$ cat src/rtl/ecc_ram_pipelined_pkg.sv
// Elaboration-time helpers for the SECDED codeword layout: check-bit count,
// codeword width, and which Hamming positions carry data versus check bits.
package ecc_pkg;

    localparam int MASK_W = 128;

    function automatic int ecc_check_bits(input int dw);
        int p = 0;
        while ((1 << p) < dw + p + 1) p++;
        return p;
    endfunction

    function automatic int ecc_cw_width(input int dw);
        return dw + ecc_check_bits(dw) + 1;
    endfunction

    function automatic bit is_pow2(input int x);
        return (x > 0) && ((x & (x - 1)) == 0);
    endfunction

    // Data bit index held at a non-power-of-two Hamming position.
    function automatic int data_index(input int pos);
        int n = 0;
        for (int k = 1; k < pos; k++) begin
            if (!is_pow2(k)) n++;
        end
        return n;
    endfunction

    function automatic logic [MASK_W-1:0] check_mask(input int cw, input int j);
        logic [MASK_W-1:0] m = '0;
        for (int k = 1; k < cw; k++) begin
            if (((k >> j) & 1) != 0) m = m | (MASK_W'(1) << k);
        end
        return m;
    endfunction

endpackage

$ cat src/rtl/ecc_ram_pipelined_secded_codec.sv
// Combinational Hamming SECDED encoder and decoder. Bit 0 is overall parity,
// check bits sit at power-of-two positions, data fills the rest LSB first.
module secded_codec
    import ecc_pkg::*;
#(
    parameter  int DATA_WIDTH = 8,
    localparam int P          = ecc_check_bits(DATA_WIDTH),
    localparam int CW         = ecc_cw_width(DATA_WIDTH)
) (
    input  logic [DATA_WIDTH-1:0] enc_data,
    output logic [CW-1:0]         enc_cw,
    input  logic [CW-1:0]         dec_cw,
    output logic [DATA_WIDTH-1:0] dec_data,
    output logic [CW-1:0]         dec_cor_cw,
    output logic                  dec_sbe,
    output logic                  dec_dbe
);

    localparam logic [P-1:0] MAX_POS = P'(CW - 1);

    logic [CW-1:1] w_place;
    logic [CW-1:1] w_ham;
    logic [CW-1:1] w_fix;
    logic [P-1:0]  w_chk;
    logic [P-1:0]  w_syn;
    logic          w_ovr;

    for (genvar gi = 0; gi < P; gi++) begin : g_chk
        localparam logic [MASK_W-1:0] MASK = check_mask(CW, gi);
        assign w_chk[gi] = ^(w_place & MASK[CW-1:1]);
        // Mask covers the stored check bit too, so this is recomputed ^ stored.
        assign w_syn[gi] = ^(dec_cw[CW-1:1] & MASK[CW-1:1]);
    end

    for (genvar gi = 1; gi < CW; gi++) begin : g_pos
        if (is_pow2(gi)) begin : g_check_pos
            assign w_place[gi] = 1'b0;
            assign w_ham[gi]   = w_chk[$clog2(gi)];
        end else begin : g_data_pos
            assign w_place[gi]               = enc_data[data_index(gi)];
            assign w_ham[gi]                 = w_place[gi];
            assign dec_data[data_index(gi)]  = w_fix[gi];
        end
        assign w_fix[gi] = dec_cw[gi] ^ (dec_sbe & (w_syn == P'(gi)));
    end

    assign w_ovr   = ^dec_cw;
    assign dec_sbe = w_ovr & (w_syn <= MAX_POS);
    assign dec_dbe = (~w_ovr & (w_syn != '0)) | (w_ovr & (w_syn > MAX_POS));

    assign enc_cw     = {w_ham, ^w_ham};
    assign dec_cor_cw = {w_fix, ^w_fix};

endmodule

$ cat src/rtl/ecc_ram_pipelined.sv
// SECDED-protected single-port RAM with a two-stage read pipeline,
// single-bit write-back scrubbing and saturating error counters.
module ecc_ram_pipelined
    import ecc_pkg::*;
#(
    parameter  int DATA_WIDTH   = 8,
    parameter  int ADDR_WIDTH   = 4,
    parameter  int AUTO_CORRECT = 1,
    parameter  int COUNT_WIDTH  = 16,
    localparam int CW           = ecc_cw_width(DATA_WIDTH)
) (
    input  logic                   clk,
    input  logic                   rst,
    input  logic                   req_valid,
    output logic                   req_ready,
    input  logic                   req_we,
    input  logic [ADDR_WIDTH-1:0]  req_addr,
    input  logic [DATA_WIDTH-1:0]  req_wdata,
    input  logic [CW-1:0]          req_inject,
    output logic                   rsp_valid,
    output logic [DATA_WIDTH-1:0]  rsp_rdata,
    output logic                   rsp_sbe,
    output logic                   rsp_dbe,
    input  logic                   clr_counts,
    output logic [COUNT_WIDTH-1:0] sbe_count,
    output logic [COUNT_WIDTH-1:0] dbe_count
);

    localparam int DEPTH = 1 << ADDR_WIDTH;
    localparam bit WB_EN = (AUTO_CORRECT != 0);

    logic [CW-1:0]          r_mem [DEPTH];
    logic [CW-1:0]          r_s1_cw;
    logic                   r_s1_valid;
    logic [ADDR_WIDTH-1:0]  r_s1_addr;
    logic [COUNT_WIDTH-1:0] r_sbe_cnt;
    logic [COUNT_WIDTH-1:0] r_dbe_cnt;

    logic [CW-1:0]          w_enc_cw;
    logic [CW-1:0]          w_cor_cw;
    logic [DATA_WIDTH-1:0]  w_dec_data;
    logic                   w_sbe;
    logic                   w_dbe;
    logic                   w_accept;
    logic                   w_wb;
    logic                   w_sbe_hit;
    logic                   w_dbe_hit;

    secded_codec #(.DATA_WIDTH(DATA_WIDTH)) u_codec (
        .enc_data   (req_wdata),
        .enc_cw     (w_enc_cw),
        .dec_cw     (r_s1_cw),
        .dec_data   (w_dec_data),
        .dec_cor_cw (w_cor_cw),
        .dec_sbe    (w_sbe),
        .dec_dbe    (w_dbe)
    );

    // The write-back steals the single port for one cycle.
    assign w_wb      = r_s1_valid & w_sbe & WB_EN;
    assign req_ready = ~w_wb;
    assign w_accept  = req_valid & req_ready;
    assign w_sbe_hit = r_s1_valid & w_sbe;
    assign w_dbe_hit = r_s1_valid & w_dbe;

    always_ff @(posedge clk) begin
        if (w_wb) begin
            r_mem[r_s1_addr] <= w_cor_cw;
        end else if (w_accept && req_we) begin
            r_mem[req_addr] <= w_enc_cw ^ req_inject;
        end
        if (w_accept && !req_we) begin
            r_s1_cw <= r_mem[req_addr];
        end
    end

    always_ff @(posedge clk or posedge rst) begin
        if (rst) begin
            r_s1_valid <= 1'b0;
            r_s1_addr  <= '0;
            rsp_valid  <= 1'b0;
            rsp_rdata  <= '0;
            rsp_sbe    <= 1'b0;
            rsp_dbe    <= 1'b0;
        end else begin
            r_s1_valid <= w_accept & ~req_we;
            if (w_accept) begin
                r_s1_addr <= req_addr;
            end
            rsp_valid <= r_s1_valid;
            rsp_sbe   <= w_sbe_hit;
            rsp_dbe   <= w_dbe_hit;
            if (r_s1_valid) begin
                rsp_rdata <= w_dec_data;
            end
        end
    end

    always_ff @(posedge clk or posedge rst) begin
        if (rst) begin
            r_sbe_cnt <= '0;
            r_dbe_cnt <= '0;
        end else if (clr_counts) begin
            r_sbe_cnt <= '0;
            r_dbe_cnt <= '0;
        end else begin
            if (w_sbe_hit && r_sbe_cnt != '1) r_sbe_cnt <= r_sbe_cnt + COUNT_WIDTH'(1);
            if (w_dbe_hit && r_dbe_cnt != '1) r_dbe_cnt <= r_dbe_cnt + COUNT_WIDTH'(1);
        end
    end

    assign sbe_count = r_sbe_cnt;
    assign dbe_count = r_dbe_cnt;

endmodule

$ cat config.mk
export PLATFORM = sky130hd
export DESIGN_NAME = ecc_ram_pipelined
export DESIGN_NICKNAME = d
export VERILOG_FILES = /design/src/rtl/ecc_ram_pipelined_pkg.sv /design/src/rtl/ecc_ram_pipelined_secded_codec.sv /design/src/rtl/ecc_ram_pipelined.sv
export SDC_FILE = /design/constraint.sdc
export NUM_CORES = 1
export LEC_CHECK = 0
export ABC_AREA = 1
export ABC_CLOCK_PERIOD_IN_PS = 6390
export BUFFER_PORTS_ARGS = -buffer_cell sky130_fd_sc_hd__buf_2
export CAP_MARGIN = 30
export CORE_MARGIN = 1.5
export CORE_UTILIZATION = 30
export CTS_CLUSTER_DIAMETER = 100
export CTS_CLUSTER_SIZE = 14
export DETAILED_ROUTE_END_ITERATION = 10
export PLACE_DENSITY = 0.49
export SYNTH_ARGS = -nofsm -noshare
export SYNTH_HDL_FRONTEND = slang
export SYNTH_SLANG_ARGS = --single-unit
$ cat constraint.sdc
create_clock -name clk -period 6.39 [get_ports clk]
set_input_delay 0.639 -clock clk [delete_from_list [all_inputs] [get_ports clk]]
set_output_delay 0.639 -clock clk [all_outputs]
set_load 0.005 [all_outputs]
==> After elaboration in Yosys (flattened, before gate mapping) <==
Memories as Yosys holds them, arrays and structs flattened. A register that Yosys moved wholly into a read port is not among the register bits.
Cells that the tools add are included.
{ "word_totals": {"n_memories": 1, "register_bits": 48, "output_inout_bits": 44, "inputBits": 30, "ram_bits": 208} }
{ "op_classes": {"bitwise_logic": 36, "eq_ne": 14, "n_addsub": 2, "n_lt_le_gt_ge": 2, "n_mux": 12, "n_reduce_logical": 20} }
{ "memory_table": {"columns": ["name", "words", "width", "read_ports", "rd_ports_with_merged_regs", "write_ports", "line", "rtl"], "rows": [
  ["r_mem", 16, 13, 1, 1, 1, "ecc_ram_pipelined.sv:32", "logic [CW-1:0] r_mem [DEPTH];"]
]} }
{ "ops": {"columns": ["operator", "count"], "rows": [
  ["parity 12 bit", 10],
  ["2-to-1 mux 16 bit", 4],
  ["adder 16 x 1 -> 16 bit (second input constant)", 2],
  ["inequality test 16 bit (second input constant)", 2],
  ["== test 4 bit (second input constant)", 5],
  ["AND 1 bit", 19],
  ["== test 4 x 3 -> 1 bit (second input constant)", 4],
  ["2-to-1 mux 13 bit", 1],
  ["OR reduction 13 bit", 1],
  ["parity 13 bit", 1],
  ["bitwise XOR 13 bit", 1],
  ["bitwise XOR 1 bit", 12],
  ["== test 4 x 2 -> 1 bit (second input constant)", 2],
  ["2-to-1 mux 1 bit", 6],
  ["== test 4 x 1 -> 1 bit (second input constant)", 1],
  ["> comparator 4 bit (second input constant)", 1],
  ["less-or-equal comparator 4 bit (second input constant)", 1],
  ["logical AND 1 bit", 4],
  ["2-to-1 mux 4 bit", 1],
  ["nonzero test 2 bit", 2],
  ["nonzero test 4 bit", 1],
  ["inverter 1 bit", 3],
  ["zero test 1 bit", 1],
  ["OR 1 bit", 1]
]} }

==> Logic depth before layout (Yosys ltp) <==
{ "logic_depth": {"depth_word": 12, "ltp_mapped": 24, "ltp_nobuf": 23} }

==> Modules after synthesis <==
Synthesis repeated with hierarchy kept, for this count alone.
{ "unflattened": {"cells_unflattened": 1321, "area_unflattened_um2": 13096.3} }
{ "by_module_without_submodules": {"columns": ["mod", "seq_area_each_um2", "cells_each", "n_inst", "area_per_inst_um2"], "rows": [
  ["ecc_ram_pipelined", 7837.5, 1036, 1, 11678.7],
  ["secded_codec", 0.0, 285, 1, 1417.6]
]} }

==> Least setup slack after synthesis <==
Ideal clock, no wire load.
{ "synth_path": {"kind": "register -> register", "from": "register r_s1_cw[1], read port of r_mem", "to": "memory r_mem[15][0] (netlist bit) (enable)", "required_time_ns": 6.008, "setup_time_ns": 0.382, "path_stages_with_launch": 19, "arrival_time_ns": 2.525, "path_slack_ns": 3.482, "period_less_slack_ns": 2.908, "path_cell_list": "edfxtp_1 inv_2 nand2_1 nand2_1 clkinv_1 nand2_1 nand3_1 nand2_2 nand2_4 nand2_4 nand2_4 nor2_4 inv_2 nand3_4 buf_6 nand2_1 o21ai_1 nand2_1 nor2_1"} }
{ "synth_between": {"elab_chain_len": 12} }
{ "synth_rtl": {"columns": ["item", "line", "rtl"], "rows": [
  ["start, declared", "ecc_ram_pipelined.sv:33", "logic [CW-1:0] r_s1_cw;"],
  ["parity 12 bit", "ecc_ram_pipelined_secded_codec.sv:32", "assign w_syn[gi] = ^(dec_cw[CW-1:1] & MASK[CW-1:1]);"],
  ["less-or-equal comparator 4 bit", "ecc_ram_pipelined_secded_codec.sv:48", "assign dec_sbe = w_ovr & (w_syn <= MAX_POS);"],
  ["AND 1 bit (*)", "ecc_ram_pipelined_secded_codec.sv:48", null],
  ["AND 1 bit (*)", null, null],
  ["via w_sbe_hit", "ecc_ram_pipelined.sv:46", "logic w_sbe_hit;"],
  ["inverter 1 bit (*)", "ecc_ram_pipelined.sv:61", "assign req_ready = ~w_wb;"],
  ["via req_ready", "ecc_ram_pipelined.sv:15", "output logic req_ready,"],
  ["AND 1 bit (*)", "ecc_ram_pipelined.sv:62", "assign w_accept = req_valid & req_ready;"],
  ["logical AND 1 bit (*)", "ecc_ram_pipelined.sv:69", "end else if (w_accept && req_we) begin"],
  ["2-to-1 mux 1 bit (*)", "ecc_ram_pipelined.sv:69", null],
  ["2-to-1 mux 1 bit (*)", "ecc_ram_pipelined.sv:67", "if (w_wb) begin"],
  ["2-to-1 mux 1 bit (not written as such) (*)", "ecc_ram_pipelined.sv:70", "r_mem[req_addr] <= w_enc_cw ^ req_inject;"],
  ["OR reduction 13 bit (no line)", null, null],
  ["2-to-1 mux 4 bit (no line) or 2-to-1 mux 1 bit (tied branches)", null, null],
  ["end, declared", "ecc_ram_pipelined.sv:32", null]
]} }
The timed path passes the listed nets; every way through them passes the cells marked *.

==> Worst setup path after layout <==
{ "layout_path": {"from": "register r_s1_cw[5], read port of r_mem", "to": "memory r_mem[14][12] (netlist bit) (enable)"} }
{ "layout_between": {"elab_chain_len": 12} }
{ "layout_rtl": {"columns": ["item", "line"], "rows": [
  ["parity 12 bit", "ecc_ram_pipelined_secded_codec.sv:32"],
  ["less-or-equal comparator 4 bit", "ecc_ram_pipelined_secded_codec.sv:48"],
  ["AND 1 bit (*)", "ecc_ram_pipelined_secded_codec.sv:48"],
  ["AND 1 bit (*)", null],
  ["via w_sbe_hit", "ecc_ram_pipelined.sv:46"],
  ["inverter 1 bit", "ecc_ram_pipelined.sv:61"],
  ["AND 1 bit", "ecc_ram_pipelined.sv:62"],
  ["logical AND 1 bit", "ecc_ram_pipelined.sv:69"],
  ["2-to-1 mux 1 bit", "ecc_ram_pipelined.sv:69"],
  ["2-to-1 mux 1 bit", "ecc_ram_pipelined.sv:67"],
  ["2-to-1 mux 1 bit (not written as such)", "ecc_ram_pipelined.sv:70"],
  ["OR reduction 13 bit (no line)", null],
  ["2-to-1 mux 4 bit (no line) or 2-to-1 mux 1 bit (tied branches)", null]
]} }
Marks and branches as above.

==> impl_metrics.py <==
metrics = {
    "yosys": {
        "synth_top_family_by_area": "simple AND/OR/NAND/NOR gates",
        "synth_edf_count": 221,
        "synth_mux_area_share_pct": 0,
        "ys_top_cells_by_area": "edfxtp_1 (54%), dfrtp_1 (9.7%), nand2_1 (7.2%), o21ai_0 (5.9%), nor2_1 (4.6%)",
        "async_reset_ff_share_pct": 17.8,
        "synth_ff_type": "edfxtp_1",
        "syn_area_sq_um": 12300,
        "synth_seq_cells": 269,
        "synthAdderAreaFrac_pct": 0.203,
        "synth_top_area_share_pct": 53.8,
        "yosys.area.top_type": "edfxtp_1",
        "synth_compound_area_share_pct": 11.8,
        "synth-simple-area-share_pct": 17.9,
        "ys_seq_area_share_pct": 63.6,
        "synth_nets": 1224,
        "ys_warn_count": 0,
        "synth_area_per_cell_sq_um": 10.3,
        "synth_cells": 1192,
        "synth.distinct_cells": 43,
        "synthXorXnorAreaFrac_pct": 2.26,
    },
    "worst_setup_path": {
        "critPathArrivalTime_ps": 4200,
        "cp_slowest_cell": "nor2_1",
        "reg2reg_depth": 17,
        "r2r_start": "r_s1_cw[5]",
        "regToRegSetupSlack_ps": 2450,
        "start_kind": "flop",
        "crit_buf_inv": 3,
        "end_kind": "flop",
        "reg2reg_to": "r_mem[14][12]",
        "critical-path-max-stage-delay_ps": 580,
        "cp_common_cell": "nand2_1",
        "critPathTopFamily": "simple AND/OR/NAND/NOR gates",
        "crit_required_ps": 6650,
        "path_cells": "inv_2 -> nand2_1 -> nand2_1 -> nand2_1 -> nand2_1 -> nand2_1 -> nand2_1 -> nand2_1 -> nand2_1 -> nand2_4 -> nor2_4 -> inv_2 -> nand3_4 -> o21ai_0 -> nand3_1 -> nor2_1 -> buf_4",
        "path_class": "flop to flop",
        "path_max_fanout": 33,
    },
    "hold_path": {
        "hold_class": "primary input to async pin",
    },
    "global_routing": {
        "grt_use_total_pct": 16.1,
        "overflow": 0,
        "antenna_found_initial": 0,
        "grt_max_degree": 74,
        "grt_pass1_vias": 8765,
        "grt_pass1_wl_um": 52000,
    },
    "finish": {
        "antenna_cells": 0,
        "nFillCells": 4098,
        "fin_util_pct": 34.7,
        "nets": 1307,
        "drive_above_1_share_pct": 13.2,
        "syn2layout_area_growth_pct": 14.4,
        "design_area_sq_um": 14100,
    },
    "power_and_ir_drop": {
        "p_clk_share_pct": 34.9,
        "seqPwrFrac_pct": 52.3,
        "p_int_w": 0.00282,
        "peakVddDrop_mv": 0.185,
        "combPwrFrac_pct": 12.8,
        "power_leakage_nw": 5.28,
        "power.total_w": 0.00386,
        "switching_share_pct": 27.0,
        "power_density_nw_per_um2": 274,
        "p_switching_w": 0.00104,
    },
    "clocking": {
        "cts-resized-gates": 0,
        "cts_tree": "yes",
        "cts_root_buffer": "clkbuf_16",
        "hold_buffers": 0,
        "insertion_delay_ps": 560,
        "clk_pin_slew_ps": 70,
        "cts_buffer_depth": 3,
        "htreeDepth": 1,
        "cts_num_sinks": 269,
        "cts_made_buffers": 23,
        "post-cts-setup-buffers": 0,
    },
    "timing": {
        "finalCritPeriodShare_pct": 61.7,
        "fmax_ghz": 0.254,
        "setup-tns-final_ps": 0,
        "rsz0062_at_grt": "no",
        "slew_headroom_pct": 41.1,
        "drv_slew": 0,
        "skew_ps": 19.2,
        "fin_crit_ps": 3940,
        "hold_viol_final": 0,
        "worst_slew_pin_slew_ps": 883,
        "setup-violations-final": 0,
    },
    "drt": {
        "dr.max_layer_used": "met4",
        "drtIter0Drc": 778,
        "drt_first_pass_iters": 5,
        "wl_per_cell_um": 18.6,
        "vias": 9021,
        "drcViolationCount": 0,
        "wl_met3_um": 1810,
        "wl_met2_um": 15400,
        "ant_nets": 0,
        "viasPerCell": 4.95,
        "wl_met1_um": 15900,
        "wirelength_um": 33900,
    },
    "floorplanning": {
        "die-area_sq_um": 42300,
        "start_util_pct": 30.3,
        "ioPinCount": 74,
        "dieWidth_um": 206,
        "coreArea_sq_um": 40600,
        "die_h_um": 206,
        "rows": 74,
    },
    "place": {
        "dpl_cell_area_sq_um": 13400,
        "portBuffers": 73,
        "dp_hpwl_um": 21800,
        "gp_congestion": 0.839,
    },
    "job": {
        "drv_cap": 0,
    },
    "run_status": {
        "status": "finished, final reports clean",
    },
}
[power groups by stage]
stage	registers [W]	clock network [W]	logic, W
5_1_grt	0.00202	0.00144	0.000556
3_5_place_dp	0.00206	0	0.000503
4_1_cts	0.00202	0.00139	0.000504
2_1_floorplan	0.00205	0	0.000306
3_3_place_gp	0.00206	0	0.000498
6_report	0.00202	0.00135	0.000495
[cell families after synthesis]
family / after synthesis
AO/OA/AOI/OAI: 247
XOR/XNOR: 31
adder cells (fa/ha/maj): 2
buffers and inverters: 136
flip-flops: 269
AND/OR/NAND/NOR: 507
[sequential cells by signal, indices dropped and copies added, names as in the netlist]
name        flops
rsp_valid       1
r_s1_addr       4
rsp_rdata       8
dbe_count      16
rsp_dbe         1
r_s1_valid      1
r_s1_cw        13
sbe_count      16
r_mem         208
rsp_sbe         1
[layout make-up]
type / count / area [sq um] / share of cell area [%]
Clock inverter: 2 / 36.3 / 0.257
Inverter: 87 / 330 / 2.34
Clock buffer: 40 / 639 / 4.54
Timing Repair Buffer: 107 / 628 / 4.46
Sequential cell: 269 / 7840 / 55.6
Tap cell: 532 / 666 / 4.72
Multi-Input combinational cell: 787 / 3960 / 28.1
[routing by layer]
metal,GRT usage [%],vias to the layer above
met5,0,-
met4,4.17,0
met3,2.06,50
met2,25.6,211
met1,23.2,4400
li1,-,4360
[metrics by stage]
stage | setup WS (ps) | cells | hold slack [ps]
floorplan | 3480 | 1192 | 395
global placement | 2270 | 1780 | 422
detailed placement | 2290 | 1782 | 420
CTS | 2430 | 1824 | 284
global route | 2030 | 1824 | 338
finish | 2450 | 1824 | 264
[worst register-to-register path: stages, from the launching register on]
cell and delay [ps]:
edfxtp_1 520, inv_2 100, nand2_1 70, nand2_1 60, nand2_1 110, nand2_1 100
nand2_1 90, nand2_1 70, nand2_1 60, nand2_1 250, nand2_4 190, nor2_4 60
inv_2 120, nand3_4 300, o21ai_0 450, nand3_1 240, nor2_1 580, buf_4 290
[cell usage after synthesis (5+ instances only)]
master	count
inv_1	71
o221ai_1	37
edfxtp_1	221
o22ai_1	15
o21ai_0	145
a21oi_1	21
nor3_1	19
o21ai_1	5
nand2_4	5
inv_2	10
nand2_1	238
nand3_1	63
xor2_1	8
clkbuf_1	44
nand2_2	5
nand4_1	7
nor2_1	151
xnor2_1	22
dfrtp_1	48
o211ai_1	15
[worst max-delay path by stage]
stage / from / end / slack [ps] / cells past startpoint
floorplan: r_s1_cw[1] / r_mem[15][0] / 3480 / 18
global placement: req_addr[2] / r_mem[4][9] / 2270 / 6
detailed placement: req_addr[2] / r_mem[14][6] / 2290 / 7
CTS: r_s1_cw[5] / r_mem[14][12] / 2430 / 16
global route: r_s1_cw[6] / r_mem[14][9] / 2030 / 16
finish: r_s1_cw[5] / r_mem[14][12] / 2450 / 17
[cells in the final DEF (no fill, tap or decap), types with 3 or more instances in the layout]
cell,Yosys,layout
o21ai_0,145,139
nand3_1,63,63
nand2_1,238,238
buf_4,1,32
clkbuf_1,44,17
nor4_1,4,4
o22ai_1,15,15
nor3_1,19,19
nand2_2,5,5
xor2_1,8,8
clkinv_1,4,3
inv_1,71,70
nand2_4,5,5
buf_2,1,73
dfrtp_1,48,48
a31oi_1,3,3
o221ai_1,37,37
clkbuf_16,0,23
inv_2,10,12
nor2_1,151,151
a21oi_1,21,21
nand4_1,7,7
nor2_4,4,4
o211ai_1,15,15
o21ai_1,5,10
xnor2_1,22,22
edfxtp_1,221,221
a211oi_1,4,4
No activity file was read; power rests on OpenSTA's default activity.
